`src/rtl/uart_receiver.sv`:
```
// Purpose: 8N1 UART receiver with 2-flop input synchronizer, mid-bit sampling and framing-error detection.
// Latency: VALID/FERR pulse CLKS_PER_BIT/2 + 9*CLKS_PER_BIT + 3 cycles after the UART_RX falling edge.
// Backpressure: none; DATA holds the last good byte and the consumer must take it before the next VALID.
module uart_receiver #(
    parameter int unsigned CLKS_PER_BIT = 868
) (
    input  logic       CLK,
    input  logic       RST_N,
    input  logic       UART_RX,
    output logic [7:0] DATA,
    output logic       VALID,
    output logic       FERR,
    output logic       BUSY
);

    // Counter terminal values: one full bit period, and half a bit (floor) to land in the start-bit centre.
    localparam logic [15:0] BIT_LAST  = 16'(CLKS_PER_BIT - 1);
    localparam logic [15:0] HALF_LAST = 16'((CLKS_PER_BIT / 2) - 1);

    typedef enum logic [2:0] {
        ST_IDLE,
        ST_START,
        ST_DATA,
        ST_STOP,
        ST_WAIT_HIGH
    } state_t;

    state_t      state, state_nxt;
    logic [15:0] cnt, cnt_nxt;
    logic [2:0]  idx, idx_nxt;
    logic [7:0]  shift, shift_nxt;
    logic [7:0]  data_nxt;
    logic        valid_nxt;
    logic        ferr_nxt;
    logic        rx_meta;
    logic        rx_s;

    // Two-flop synchronizer; resets to the idle-high line level so reset never looks like a start bit.
    always_ff @(posedge CLK or negedge RST_N) begin
        if (!RST_N) begin
            rx_meta <= 1'b1;
            rx_s    <= 1'b1;
        end else begin
            rx_meta <= UART_RX;
            rx_s    <= rx_meta;
        end
    end

    // State, counters, shift register and registered outputs.
    always_ff @(posedge CLK or negedge RST_N) begin
        if (!RST_N) begin
            state <= ST_IDLE;
            cnt   <= 16'd0;
            idx   <= 3'd0;
            shift <= 8'h00;
            DATA  <= 8'h00;
            VALID <= 1'b0;
            FERR  <= 1'b0;
        end else begin
            state <= state_nxt;
            cnt   <= cnt_nxt;
            idx   <= idx_nxt;
            shift <= shift_nxt;
            DATA  <= data_nxt;
            VALID <= valid_nxt;
            FERR  <= ferr_nxt;
        end
    end

    // Next-state and datapath decisions; pulses default low so each lasts a single cycle.
    always_comb begin
        state_nxt = state;
        cnt_nxt   = cnt;
        idx_nxt   = idx;
        shift_nxt = shift;
        data_nxt  = DATA;
        valid_nxt = 1'b0;
        ferr_nxt  = 1'b0;
        case (state)
            ST_IDLE: begin
                if (!rx_s) begin
                    state_nxt = ST_START;
                    cnt_nxt   = 16'd0;
                end
            end
            ST_START: begin
                if (cnt == HALF_LAST) begin
                    cnt_nxt = 16'd0;
                    if (!rx_s) begin
                        state_nxt = ST_DATA;
                        idx_nxt   = 3'd0;
                    end else begin
                        // Line went back high before mid-start: treat as a glitch.
                        state_nxt = ST_IDLE;
                    end
                end else begin
                    cnt_nxt = cnt + 16'd1;
                end
            end
            ST_DATA: begin
                if (cnt == BIT_LAST) begin
                    shift_nxt[idx] = rx_s;
                    cnt_nxt        = 16'd0;
                    idx_nxt        = idx + 3'd1;
                    if (idx == 3'd7) begin
                        state_nxt = ST_STOP;
                    end
                end else begin
                    cnt_nxt = cnt + 16'd1;
                end
            end
            ST_STOP: begin
                if (cnt == BIT_LAST) begin
                    cnt_nxt = 16'd0;
                    if (rx_s) begin
                        data_nxt  = shift;
                        valid_nxt = 1'b1;
                        state_nxt = ST_IDLE;
                    end else begin
                        ferr_nxt  = 1'b1;
                        state_nxt = ST_WAIT_HIGH;
                    end
                end else begin
                    cnt_nxt = cnt + 16'd1;
                end
            end
            ST_WAIT_HIGH: begin
                // Hold off until the line returns high so a break is not re-read as start bits.
                if (rx_s) begin
                    state_nxt = ST_IDLE;
                end
            end
            default: begin
                state_nxt = ST_IDLE;
                cnt_nxt   = 16'd0;
                idx_nxt   = 3'd0;
            end
        endcase
    end

    assign BUSY = (state != ST_IDLE);

endmodule

```
`config.mk`:
```
export PLATFORM = sky130hd
export DESIGN_NAME = uart_receiver
export DESIGN_NICKNAME = d
export VERILOG_FILES = /design/src/rtl/uart_receiver.sv
export SDC_FILE = /design/constraint.sdc
export NUM_CORES = 1
export LEC_CHECK = 0
export CORE_ASPECT_RATIO = 1.25
export CORE_MARGIN = 2
export CORE_UTILIZATION = 50
export CTS_CLUSTER_SIZE = 10
export DETAILED_ROUTE_END_ITERATION = 10
export DONT_BUFFER_PORTS = 1
export PLACE_DENSITY = 0.66
export RECOVER_POWER = 25
export SLEW_MARGIN = 20
export SYNTH_ARGS = -nofsm -noshare
export SYNTH_HDL_FRONTEND = slang
export SYNTH_SLANG_ARGS = --single-unit
export TNS_END_PERCENT = 100
```
`constraint.sdc`:
```
create_clock -name CLK -period 3 [get_ports CLK]
set_input_delay 0.45 -clock CLK [delete_from_list [all_inputs] [get_ports CLK]]
set_output_delay 0.45 -clock CLK [all_outputs]
set_load 0.005 [all_outputs]
```
==> implementation parameters <==
Parameter                              Value

Worst setup path
  Count of cells along the worst register-to-register path    5
  Worst Path Required    3230 ps
  WS Path Type    flop to flop
  Critical path fanouts, max    6
  Crit end category    flop
  Endpoint of the worst register-to-register path    idx[0]$_DFFE_PN0P_
  Slack of the worst reg-to-reg path    940 ps
  Startpoint of the worst-slack reg-to-reg timing path    cnt[0]$_DFFE_PN0P_
  Arrival time worst endpoint    2290 ps
  Critical Path Start Type    flop

Drt
  Amount of wire on met2 after detailed routing    2120 um
  Initial DRC count    108
  Antenna Nets Post-Route    0
  Total via count in the routed design    1536
  Detailed-routing iteration count for the pre-antenna-repair pass    4
  Highest metal layer with signal wires    met4
  Post-route DRC violation count    0
  Post-detailed-routing wire length    4020 um
  Met3 layer wire length in the routed design    99 um
  Met1 wire length    1740 um
  Post-DR vias/cell    5.95
  Per-cell routed wire length    15.6 um

Yosys
  Area share of the largest cell type after synthesis    47.3%
  Number of synthesized flops with an enable pin    0
  Main synth FF type    sky130_fd_sc_hd__dfrtp_1
  Syn Inst Count    200
  Fraction of registers with async set/reset    100%
  Portion of the post-synthesis area used by sequential elements    49.7%
  Most common cell in the synthesized netlist    sky130_fd_sc_hd__dfrtp_1
  Yosys warning count    0
  #FFs+latches synth    42
  Synth top cells by count    40 x sky130_fd_sc_hd__dfrtp_1, 16 x sky130_fd_sc_hd__nand2_1, 15 x sky130_fd_sc_hd__nor2_1
  Top area cells in the synthesized netlist    sky130_fd_sc_hd__dfrtp_1 47%, sky130_fd_sc_hd__mux2_2 7.4%, sky130_fd_sc_hd__nand3_1 2.8%
  Largest area contributor in the synthesized netlist    sky130_fd_sc_hd__dfrtp_1
  Synthesized area divided by synthesized cell count    10.6 um^2
  Count of different cell masters after synthesis    49
  Nets in the synthesized netlist    207
  Cell Area, Synth    2120 um^2

Final layout
  Area added between synthesis and finish    8.03%
  Fraction of layout instances using a drive strength above 1    16.8%
  Antenna diode instance count    0
  Layout net count    208

Die
  Initial standard-cell utilization of the core    52.1%
  Die Y-Extent    76.8 um
  Core Footprint    4070 um^2
  Count of pins on the block boundary    14
  Std cell rows    26
  Die X-Extent    62.2 um
  Die footprint    4780 um^2

Global route
  Global-route usage over all layers    18.3%
  Remaining global-route overflow    0
  Vias in the first global route    1469
  Maximum number of pins on one net before global-route repair    43
  First-pass GRT wire length    6960 um
  Number of antenna violations at the first check in global routing    0

Timing
  Setup repair after global routing missed its margin    no
  Total negative slack for setup checks    0 ps
  Final Hold Fails    0
  Total of endpoints with negative setup slack in the final report    0
  Hold Slack    152 ps
  Shortest period the worst path allows    2060 ps
  Worst slew margin relative to its limit    54.5%
  Final clock period utilization by the worst path    68.7%
  Final Slew Violations    0
  Clock tree skew after final layout    8.82 ps
  Transition time at the pin with the least slew margin    674 ps
  FMAX    485 MHz

Run status
  Run status    completed

Clock network
  Number of gates given a new drive strength after cts    0
  Deepest level of the CTS H-tree    2
  Number of buffers created by CTS    5
  Number of clock sinks    42
  Clk root buf    sky130_fd_sc_hd__clkbuf_8
  CTS tree    done
  Maximum root-to-sink buffer count    2
  Clock-pin slew of the registers on the worst-case setup and hold paths    80 ps
  Clock latency on the worst-skew pair    290 ps

Placement
  Input/output buffers    0
  Placer's final routability congestion estimate    0.818
  DPL Wire Length    2800 um

Power
  Power density cells    422 nW/um^2
  IR drop worst, VDD    0.237 mV
  Power after layout    0.966 mW
  Leakage power summed over all cells    1.04 nW

Min path
  Instance count along the most critical hold path    0
  Hold Path Class    input port to flop
  Endpoint of the worst hold-timing path    rx_meta$_DFF_PN1_
  Source of the worst hold timing path    UART_RX

Run
  Number of maximum-capacitance constraint violations    0
[logic make-up after synthesis]
family                     Yosys count  synth area share [%]
and+or+nand+nor                     78                  22.2
AOI/OAI and AO/OA                   43                  13.3
DFF                                 42                  49.7
muxes                               18                  9.51
buffers and inverters               15                  2.95
adders and majority gates            4                  2.36
[through the flow]
step	instances	setup WS, ps	utilization, %	area, um^2
2_1_floorplan	200	1140	-	2120
3_3_place_gp	248	1010	53.2	2160
3_5_place_dp	248	947	53.2	2160
4_1_cts	258	931	56.3	2290
5_1_grt	258	778	56.3	2290
6_report	258	938	56.3	2290
[state kept, by name (all words and copies together) (netlist names)]
signal	count
VALID	1
rx_s	1
cnt	16
state	3
FERR	1
rx_meta	1
idx	3
shift	8
DATA	8
[final cells by class]
class / count / area [um^2]
clock buffer: 6 / 82.6
multi-input combinational: 143 / 1010
timing repair buffer: 3 / 37.5
sequential: 42 / 1050
fill: 371 / 1780
tap: 56 / 70.1
clock inverter: 2 / 12.5
inverter: 6 / 22.5
[worst max-delay path by stage]
stage | startpoint | end | slack, ps | cells after the start
finish | cnt[0]$_DFFE_PN0P_ | idx[0]$_DFFE_PN0P_ | 940 | 5
global route | cnt[1]$_DFFE_PN0P_ | cnt[14]$_DFFE_PN0P_ | 780 | 8
CTS | cnt[0]$_DFFE_PN0P_ | idx[0]$_DFFE_PN0P_ | 930 | 5
detailed placement | cnt[0]$_DFFE_PN0P_ | idx[0]$_DFFE_PN0P_ | 950 | 5
global placement | cnt[0]$_DFFE_PN0P_ | idx[0]$_DFFE_PN0P_ | 1010 | 5
floorplan | cnt[0]$_DFFE_PN0P_ | cnt[11]$_DFFE_PN0P_ | 1140 | 8
[power by group]
group / switching, mW / internal (mW)
combinational: 0.0119 / 0.00438
sequential: 0.00332 / 0.568
clock: 0.193 / 0.185
total: 0.209 / 0.757
[layer usage]
metal  global-route usage [%]  up-vias
met4                     6.00        0
li1                         -      739
met2                     31.8       19
met1                     22.6      771
met3                     3.96        7
met5                        0        -
[layout by cell type (no fill, tap or decap), drive strengths merged, types with 4 or more instances in the layout]
cell type,netlist,layout
nand3b,5,5
nor2,15,15
nand4,4,4
dfrtp,40,40
ha,4,4
mux2,17,17
o21ai,8,8
nand2,16,16
a22o,5,5
nor4,4,4
a21oi,11,11
nand3,13,13
clkbuf,5,6
a31oi,5,5
inv,6,6
[critical path, stage by stage (launching register included)]
cell	delay (ps)
sky130_fd_sc_hd__dfrtp_1	440
sky130_fd_sc_hd__ha_1	250
sky130_fd_sc_hd__and4b_1	230
sky130_fd_sc_hd__and4_4	220
sky130_fd_sc_hd__o311ai_0	580
sky130_fd_sc_hd__mux2_2	280
[repair_timing]
action,in CTS,in global routing
endpoints found under the hold margin,42,0
hold buffers,2,0
buffers inserted,0,0
No activity file was read; power rests on OpenSTA's default activity.
